## src/rtl/rtc_cmd_ctrl.sv

```systemverilog
// Command controller in front of the RTC: round-robin arbitration between the host (A) and the
// servo loop (B), one ld pulse per command, settle wait, then a done/err response.
module rtc_cmd_ctrl #(
    parameter logic [39:0] PERIOD_DEFAULT = 40'h08_0000_0000,
    parameter logic [37:0] MODULO_DEFAULT = 38'd256000000000,
    parameter int          SETTLE_CYC     = 3
) (
    input  logic        clk,
    input  logic        rst,
    input  logic        a_valid,
    output logic        a_ready,
    input  logic [1:0]  a_cmd,
    input  logic [87:0] a_data,
    output logic        a_done,
    output logic        a_err,
    input  logic        b_valid,
    output logic        b_ready,
    input  logic [1:0]  b_cmd,
    input  logic [87:0] b_data,
    output logic        b_done,
    output logic        b_err,
    output logic        busy,
    output logic        time_ld,
    output logic [37:0] time_reg_ns_in,
    output logic [47:0] time_reg_sec_in,
    output logic        period_ld,
    output logic [39:0] period_in,
    output logic        adj_ld,
    output logic [31:0] adj_ld_data,
    output logic [39:0] period_adj,
    output logic [37:0] time_acc_modulo
);

    typedef enum logic [2:0] {
        ST_INIT,
        ST_IDLE,
        ST_ISSUE,
        ST_WAIT,
        ST_DONE
    } state_t;

    localparam logic [1:0]  CMD_TIME   = 2'd0;
    localparam logic [1:0]  CMD_PERIOD = 2'd1;
    localparam logic [1:0]  CMD_ADJ    = 2'd2;
    localparam logic [1:0]  CMD_MODULO = 2'd3;
    localparam logic [33:0] SETTLE     = 34'(SETTLE_CYC);
    localparam logic [31:0] CNT_IDLE   = 32'hFFFF_FFFF;

    state_t      state_reg, state_next;
    logic        init_ld_reg, init_ld_next;
    logic        rr_b_reg, rr_b_next;
    logic        port_b_reg, port_b_next;
    logic [1:0]  cmd_reg, cmd_next;
    logic        err_reg, err_next;
    logic [33:0] wait_cnt_reg, wait_cnt_next;
    logic [37:0] modulo_pend_reg, modulo_pend_next;
    logic [37:0] ns_reg, ns_next;
    logic [47:0] sec_reg, sec_next;
    logic [39:0] period_in_reg, period_in_next;
    logic [31:0] adj_data_reg, adj_data_next;
    logic [39:0] period_adj_reg, period_adj_next;
    logic [37:0] modulo_reg, modulo_next;

    // Per-port request/response vectors: index 0 is port A, index 1 is port B.
    logic [1:0]  valid_vec;
    logic [1:0]  grant_vec;
    logic [1:0]  ready_vec;
    logic [1:0]  done_vec;
    logic [1:0]  err_vec;
    logic [1:0]  cmd_vec  [2];
    logic [87:0] data_vec [2];

    logic        sel_b;
    logic        accept;
    logic [1:0]  sel_cmd;
    logic [87:0] sel_data;
    logic [31:0] sel_cnt;
    logic        sel_invalid;
    logic        unused_data_bits;

    assign valid_vec   = {b_valid, a_valid};
    assign cmd_vec[0]  = a_cmd;
    assign cmd_vec[1]  = b_cmd;
    assign data_vec[0] = a_data;
    assign data_vec[1] = b_data;

    // rr_b_reg set means B is favoured on a tie (A was granted last).
    assign grant_vec[0] = valid_vec[0] & (~valid_vec[1] | ~rr_b_reg);
    assign grant_vec[1] = valid_vec[1] & (~valid_vec[0] | rr_b_reg);

    generate
        for (genvar gi = 0; gi < 2; gi++) begin : g_port
            assign ready_vec[gi] = (state_reg == ST_IDLE) & grant_vec[gi];
            assign done_vec[gi]  = (state_reg == ST_DONE) & (port_b_reg == (gi != 0));
            assign err_vec[gi]   = done_vec[gi] & err_reg;
        end
    endgenerate

    assign a_ready = ready_vec[0];
    assign b_ready = ready_vec[1];
    assign a_done  = done_vec[0];
    assign b_done  = done_vec[1];
    assign a_err   = err_vec[0];
    assign b_err   = err_vec[1];

    assign sel_b       = grant_vec[1];
    assign accept      = |ready_vec;
    assign sel_cmd     = cmd_vec[sel_b];
    assign sel_data    = data_vec[sel_b];
    assign sel_cnt     = sel_data[71:40];
    assign sel_invalid = (sel_b && sel_cmd == CMD_MODULO) ||
                         (sel_cmd == CMD_ADJ && sel_cnt == CNT_IDLE);
    assign unused_data_bits = ^sel_data[87:86];

    always_ff @(posedge clk) begin
        if (rst) begin
            state_reg       <= ST_INIT;
            init_ld_reg     <= 1'b0;
            rr_b_reg        <= 1'b0;
            port_b_reg      <= 1'b0;
            cmd_reg         <= CMD_TIME;
            err_reg         <= 1'b0;
            wait_cnt_reg    <= '0;
            modulo_pend_reg <= '0;
            ns_reg          <= '0;
            sec_reg         <= '0;
            period_in_reg   <= PERIOD_DEFAULT;
            adj_data_reg    <= '0;
            period_adj_reg  <= '0;
            modulo_reg      <= MODULO_DEFAULT;
        end else begin
            state_reg       <= state_next;
            init_ld_reg     <= init_ld_next;
            rr_b_reg        <= rr_b_next;
            port_b_reg      <= port_b_next;
            cmd_reg         <= cmd_next;
            err_reg         <= err_next;
            wait_cnt_reg    <= wait_cnt_next;
            modulo_pend_reg <= modulo_pend_next;
            ns_reg          <= ns_next;
            sec_reg         <= sec_next;
            period_in_reg   <= period_in_next;
            adj_data_reg    <= adj_data_next;
            period_adj_reg  <= period_adj_next;
            modulo_reg      <= modulo_next;
        end
    end

    always_comb begin
        state_next       = state_reg;
        init_ld_next     = 1'b0;
        rr_b_next        = rr_b_reg;
        port_b_next      = port_b_reg;
        cmd_next         = cmd_reg;
        err_next         = err_reg;
        wait_cnt_next    = wait_cnt_reg;
        modulo_pend_next = modulo_pend_reg;
        ns_next          = ns_reg;
        sec_next         = sec_reg;
        period_in_next   = period_in_reg;
        adj_data_next    = adj_data_reg;
        period_adj_next  = period_adj_reg;
        modulo_next      = modulo_reg;

        case (state_reg)
            // First cycle arms the pulse register, second cycle carries the pulse.
            ST_INIT: begin
                if (!init_ld_reg) begin
                    init_ld_next = 1'b1;
                end else begin
                    state_next = ST_IDLE;
                end
            end
            ST_IDLE: begin
                if (accept) begin
                    port_b_next = sel_b;
                    rr_b_next   = ~sel_b;
                    cmd_next    = sel_cmd;
                    err_next    = sel_invalid;
                    if (sel_invalid) begin
                        state_next = ST_DONE;
                    end else begin
                        state_next = ST_ISSUE;
                        case (sel_cmd)
                            CMD_TIME: begin
                                ns_next  = sel_data[37:0];
                                sec_next = sel_data[85:38];
                            end
                            CMD_PERIOD: period_in_next = sel_data[39:0];
                            CMD_ADJ: begin
                                adj_data_next   = sel_cnt;
                                period_adj_next = sel_data[39:0];
                            end
                            default: modulo_pend_next = sel_data[37:0];
                        endcase
                    end
                end
            end
            ST_ISSUE: begin
                state_next = ST_WAIT;
                case (cmd_reg)
                    CMD_ADJ:    wait_cnt_next = {2'b00, adj_data_reg} + SETTLE;
                    CMD_PERIOD: wait_cnt_next = SETTLE;
                    CMD_MODULO: begin
                        wait_cnt_next = '0;
                        modulo_next   = modulo_pend_reg;
                    end
                    default:    wait_cnt_next = '0;
                endcase
            end
            ST_WAIT: begin
                if (wait_cnt_reg == '0) begin
                    state_next = ST_DONE;
                end else begin
                    wait_cnt_next = wait_cnt_reg - 34'd1;
                end
            end
            ST_DONE: begin
                if (cmd_reg == CMD_ADJ) begin
                    period_adj_next = '0;
                end
                state_next = ST_IDLE;
            end
            default: state_next = ST_INIT;
        endcase
    end

    assign busy            = (state_reg != ST_IDLE);
    assign time_ld         = (state_reg == ST_ISSUE) && (cmd_reg == CMD_TIME);
    assign period_ld       = init_ld_reg || ((state_reg == ST_ISSUE) && (cmd_reg == CMD_PERIOD));
    assign adj_ld          = (state_reg == ST_ISSUE) && (cmd_reg == CMD_ADJ);
    assign time_reg_ns_in  = ns_reg;
    assign time_reg_sec_in = sec_reg;
    assign period_in       = period_in_reg;
    assign adj_ld_data     = adj_data_reg;
    assign period_adj      = period_adj_reg;
    assign time_acc_modulo = modulo_reg;

endmodule

```

## config.mk

```make
export PLATFORM = sky130hd
export DESIGN_NAME = rtc_cmd_ctrl
export DESIGN_NICKNAME = d
export VERILOG_FILES = /design/src/rtl/rtc_cmd_ctrl.sv
export SDC_FILE = /design/constraint.sdc
export NUM_CORES = 1
export LEC_CHECK = 0
export CORE_MARGIN = 3
export CORE_UTILIZATION = 43
export CTS_CLUSTER_DIAMETER = 40
export CTS_CLUSTER_SIZE = 28
export DETAILED_ROUTE_END_ITERATION = 10
export GPL_ROUTABILITY_DRIVEN = 0
export HOLD_SLACK_MARGIN = 0.12
export PLACE_DENSITY = 0.78
export SYNTH_ARGS = -nofsm -noshare
export SYNTH_HDL_FRONTEND = slang
export SYNTH_SLANG_ARGS = --single-unit
```

## constraint.sdc

```tcl
create_clock -name clk -period 2.4 [get_ports clk]
set_input_delay 0.48 -clock clk [delete_from_list [all_inputs] [get_ports clk]]
set_output_delay 0.48 -clock clk [all_outputs]
set_load 0.005 [all_outputs]
```

==> reports/qor.yml, run 1 <==
hp-start: "modulo_pend_reg[34]"
outcome: "complete, no violations"
fin_setup_tns_ps: 0
hpwl_um: 39440
crit_chain: "or4_4 -> or3_1 -> nor3_4 -> buf_4 -> a41oi_1 -> a211o_1 -> o21ai_1"
holdPathStages: 2
drt-wirelength-per-cell_um: 20.48
powerDensity_mw_per_mm2: 792.9
synth_common_cells: "dfxtp_1, nor2_1, a211oi_1"
placed_cells: 2551
rows: 65
hold_buffers: 0
avgSynthCellArea_um2: 8.600
relSlewSlack_pct: 41.56
cts_tree: "yes"
yosysTopAreaCellShare_pct: 45.05
multiInputGateArea_mm2: 0.007177
dieArea_mm2: 0.03497
fill_cells: 2527
setup-violations-final: 0
r2r_slack_ps: 60
cp_data_arrival_time_ps: 2810
clockBufferDepth: 3
worst_pin_slew_ps: 876.6
ys.flop_type: "dfxtp_1"
antenna_cells: 0
fmax_ghz: 0.4273
largest_reg_flops: 48
cts_buffers: 43
fin_crit_sh_pct: 97.52
coreArea_mm2: 0.03188
r2r-end: "wait_cnt_reg[30]"
yosys_warnings: 0
pin_count: 430
grt_pass1_vias: 14539
synth.distinct_cells: 73
firstDrtPassIters: 6
clkPwrFrac_pct: 38.8
fin_worst_skew_ps: 22.07
combPwrFrac_pct: 26.4
period_minus_slack_ps: 2340
drive_above_1_share_pct: 15.43
cpMaxStageDelayCell: "or4_4"
post_drt_via_cell_ratio: 5.697
synth_edf_count: 0
grt_usage_pct: 29.48
netlist_top_cells_area: "dfxtp_1, a211oi_1, nor2_1"
wirelength_um: 54020
regToRegStartpoint: "wait_cnt_reg[13]"
regArea_mm2: 0.006356
power_leakage_nw: 7.914
ir_worst_vdd_mv: 0.6046
seq_area_frac_synth_pct: 45.05
final_cells: 2638
critPathBufInv: 1
root_buffer: "clkbuf_16"
hold_end: "time_acc_modulo[34]"
nNetsFinal: 2358
p_int_w: 0.01204
die_w_um: 187.0
seqPwrFrac_pct: 34.8
start_util_pct: 44.18
crit_type: "reg2reg"
worst_setup_hold_path_clk_slew_ps: 60
area_growth_pct: 54.23
drv_cap: 0
via_count: 15030
netlist_instances: 1638
rsz0062_at_grt: "yes"
crit_fanout: 6
p_sw_w: 0.005187
cts.sinks: 317
timing.final.ws_setup_ps: 59.55
rr_worst_depth: 7
cpLargestDelayFamily: "simple AND/OR/NAND/NOR gates"
drc: 0
drv_slew: 0
start_kind: "register"
htreeDepth: 2
finish.utilization_pct: 68.14
grt_first_pass_wirelength_um: 83120
worstPathRequired_ps: 2870
hold_viol_final: 0
drt_iter0_markers: 1339
post-synth-top-area-cell: "dfxtp_1"
gr-total-overflow: 0
antenna_left: 0
end_kind: "register"
die_h_um: 187.0
syn_nets: 1828
async_flop_share_pct: 0
hold_path_class: "reg2reg"
antenna_found_initial: 1
grt_max_degree: 93
yosysMostFrequentCell: "dfxtp_1"
synth_area_mm2: 0.01409
io_buffer_count: 425
ys_ff_latch: 317
preCtsSetupSlack_ps: -459.0
slowest_delay_ps: 580
switching_share_pct: 30.11
insertion_delay_ps: 530
[metrics by stage]
step           instance area, um2  hold slack (ps)  total power [W]
2_1_floorplan               14090            427.2         0.008055
3_3_place_gp                20040            437.2          0.01027
3_5_place_dp                20040            445.8          0.01037
4_1_cts                     21670            410.8          0.01718
5_1_grt                     21720            467.4          0.01789
6_report                    21720            442.5          0.01723
[worst max-delay path by stage]
stage | from | end | slack, ps | cells past startpoint
floorplan | b_valid | period_in[17] | 90 | 9
global placement | a_data[46] | adj_ld_data[16] | -380 | 9
detailed placement | b_data[69] | adj_ld_data[3] | -460 | 8
CTS | cmd_reg[0] | adj_ld | 10 | 4
global route | wait_cnt_reg[7] | wait_cnt_reg[30] | -10 | 10
finish | wait_cnt_reg[13] | wait_cnt_reg[30] | 60 | 7
[worst register-to-register path: stages, from the launching register on]
cell	delay, ps
dfxtp_1	330
or4_4	580
or3_1	400
nor3_4	260
buf_4	200
a41oi_1	140
a211o_1	310
o21ai_1	70
[final cells by class]
class / count / area share [%]
tap: 435 / 2.505
clock buffer: 50 / 5.350
multi-input combinational: 1150 / 33.04
sequential: 317 / 29.26
clock inverter: 30 / 1.687
timing repair buffer: 633 / 27.75
inverter: 23 / 0.4147
[power groups by stage]
| stage | Clock [W] | Sequential [W] | Combinational, W |
|---|---|---|---|
| global placement | 0 | 0.00606 | 0.00421 |
| floorplan | 0 | 0.00604 | 0.00202 |
| CTS | 0.00675 | 0.00597 | 0.00445 |
| global route | 0.00699 | 0.00603 | 0.00487 |
| detailed placement | 0 | 0.00608 | 0.00429 |
| finish | 0.00669 | 0.00599 | 0.00455 |
[repair_timing]
action	in CTS	in global routing
pin swaps	4	2
endpoints found under the hold margin	0	0
endpoints found under the setup margin	16	55
gates resized for setup	29	10
buffers inserted	6	1
[placed cells by master (no fill, tap or decap), drive strengths merged, types with 4 or more instances in the layout]
cell type / n
a31oi: 5
dlygate4sd2: 7
clkinv: 8
nand2b: 4
nor2b: 9
clkinvlp: 4
buf: 209
mux2i: 74
dfxtp: 317
nand2: 147
a21oi: 97
nor2: 216
o22ai: 8
nand4: 22
xor2: 14
inv: 36
and2: 6
o31ai: 42
nand3b: 15
a311oi: 16
nor3b: 42
bufinv: 5
ha: 6
nand3: 27
or4: 12
nor4: 14
o32ai: 8
clkdlybuf4s50: 417
o211ai: 7
and3: 13
xnor2: 13
o21ai: 76
or3: 12
nor3: 22
a32oi: 4
clkbuf: 50
a211oi: 185
[routing by layer]
metal  vias up  GRT usage [%]  share of wire (%)
met3       145          7.909                9.4
met5         -              0                  0
met1      7058          36.71                 39
li1       7033              -                  -
met2       794          48.59                 47
met4         0          12.01                4.5
[cell families after synthesis]
logic type / share of synthesized area [%]
xor gates and xnor gates: 1.679
adders and majority gates: 0.5329
AOI/OAI and AO/OA: 22.38
muxes: 5.258
and+or+nand+nor: 20.11
buffers and inverters: 4.992
DFF: 45.05
No activity file was read; power rests on OpenSTA's default activity.
==> inputs of run 2 (changes only) <==
--- a/config.mk
+++ b/config.mk
@@ -6,13 +6,14 @@
 export NUM_CORES = 1
 export LEC_CHECK = 0
 export CORE_MARGIN = 3
-export CORE_UTILIZATION = 43
+export CORE_UTILIZATION = 44
+export CTS_BUF_LIST = sky130_fd_sc_hd__clkbuf_8
 export CTS_CLUSTER_DIAMETER = 40
 export CTS_CLUSTER_SIZE = 28
 export DETAILED_ROUTE_END_ITERATION = 10
 export GPL_ROUTABILITY_DRIVEN = 0
 export HOLD_SLACK_MARGIN = 0.12
-export PLACE_DENSITY = 0.78
+export PLACE_DENSITY = 0.8
 export SYNTH_ARGS = -nofsm -noshare
 export SYNTH_HDL_FRONTEND = slang
 export SYNTH_SLANG_ARGS = --single-unit
==> run 2 against run 1 <==
Effect of this change:
- combinational power hardly changed
- global-route usage fell by 0.20 points
- hold slack worse by 110 ps
- largest power group is now sequential cells
==> reports/qor.yml, run 2 (same netlist as run 1, synthesis figures left out) <==
die_w_um: 184.9
post_drt_via_cell_ratio: 5.850
antenna_cells: 0
nNetsFinal: 2337
gr-total-overflow: 0
setup-violations-final: 0
antenna_found_initial: 0
hpwl_um: 38890
worst_setup_hold_path_clk_slew_ps: 60
slowest_delay_ps: 410
cts.sinks: 317
fmax_ghz: 0.4235
firstDrtPassIters: 7
relSlewSlack_pct: 43.04
fin_crit_sh_pct: 98.39
io_buffer_count: 425
outcome: "complete, no violations"
ir_worst_vdd_mv: 0.3878
drt_iter0_markers: 1552
wirelength_um: 53470
fin_worst_skew_ps: 37.07
grt_first_pass_wirelength_um: 80160
power_leakage_nw: 7.580
root_buffer: "clkbuf_8"
layout_common_cells: "clkdlybuf4s50_1, dfxtp_1, nor2_1"
cts_buffers: 42
grt_max_degree: 126
via_count: 15063
pin_count: 430
grt_pass1_vias: 14141
area_growth_pct: 48.97
largest_reg_flops: 48
antenna_left: 0
placed_cell_area_mm2: 0.01985
crit_type: "reg2reg"
coreArea_mm2: 0.03107
drv_slew: 0
end_kind: "register"
drive_above_1_share_pct: 14.78
powerDensity_mw_per_mm2: 720.7
die_h_um: 184.9
grt_usage_pct: 29.28
drv_cap: 0
stdcell_area_mm2: 0.02098
worstPathRequired_ps: 2850
drt-wirelength-per-cell_um: 20.76
crit_fanout: 13
drc: 0
cts_tree: "yes"
finish.utilization_pct: 67.54
period_minus_slack_ps: 2361
mostFrequentLayoutCell: "clkdlybuf4s50_1"
dieArea_mm2: 0.03420
rows: 64
start_util_pct: 45.34
crit_chain: "inv_2 -> ha_4 -> or3b_4 -> nor4_4 -> nand4_2 -> nand2_4 -> buf_12 -> nor2_1 -> a221oi_2"
hold_buffers: 0
clockBufferDepth: 3
insertion_delay_ps: 570
cp_data_arrival_time_ps: 2810
hold_path_class: "in2reg"
htreeDepth: 2
hold_viol_final: 0
start_kind: "register"
worst_pin_slew_ps: 854.4
cpMaxStageDelayCell: "or3b_4"
[run 2: worst max-delay path: cells and delay by family (launching register included)]
family / cells / cell delay, ps
simple gates: 5 / 1270
flops: 1 / 350
compound gates: 1 / 250
buf+inv: 2 / 240
fa+ha+maj: 1 / 140
[run 2: where the power goes]
group	switching, W	total, W	internal [W]	leakage (nW)
clock network	0.00233	0.00458	0.00224	0.494
registers	0.000310	0.00599	0.00568	2.56
logic	0.00230	0.00456	0.00226	4.52
total	0.00495	0.0151	0.0102	7.58
[run 2: layer usage]
metal	vias to the layer above	wire [um]	GRT usage [%]
li1	6992	-	-
met1	7086	21470	37.69
met2	820	24380	47.37
met3	165	5191	7.600
met4	0	2425	11.10
met5	-	0	0
[run 2: repair_timing]
item,4_1_cts,5_1_grt
endpoints found under the setup margin,10,31
cloned,0,1
resized for setup,30,17
pin swaps,2,5
setup buffers,1,4
[run 2: worst paths after layout]
kind,start,to,slack [ps],cells past startpoint
worst min-delay path,rst,wait_cnt_reg[6],330,2
worst max register to register,wait_cnt_reg[1],wait_cnt_reg[18],40,9
worst min register to register,modulo_pend_reg[30],time_acc_modulo[30],450,2
worst max-delay path,wait_cnt_reg[1],wait_cnt_reg[18],40,9
[run 2: area by class of cell]
cell class | count | area (um2)
timing repair buffer | 613 | 5899
clock inverter | 30 | 320.3
fill | 2381 | 10090
inverter | 23 | 90.09
multi-input combinational | 1150 | 7192
tap | 396 | 495.5
clock buffer | 46 | 633.1
sequential | 317 | 6354
[run 2: through the flow]
stage                     setup TNS [ps]  std cells  hold slack, ps  total power [W]  worst slack [ps]
after global routing              -2.521       2575           306.7          0.01574            -2.521
after global placement            -53270       2493           436.8          0.01025            -399.5
after detailed placement          -60390       2493           442.7          0.01035            -412.5
after CTS                              0       2570           287.3          0.01496             11.06
after floorplan                        0       1638           427.2         0.008055             94.53
final                                  0       2575           330.1          0.01512             38.62
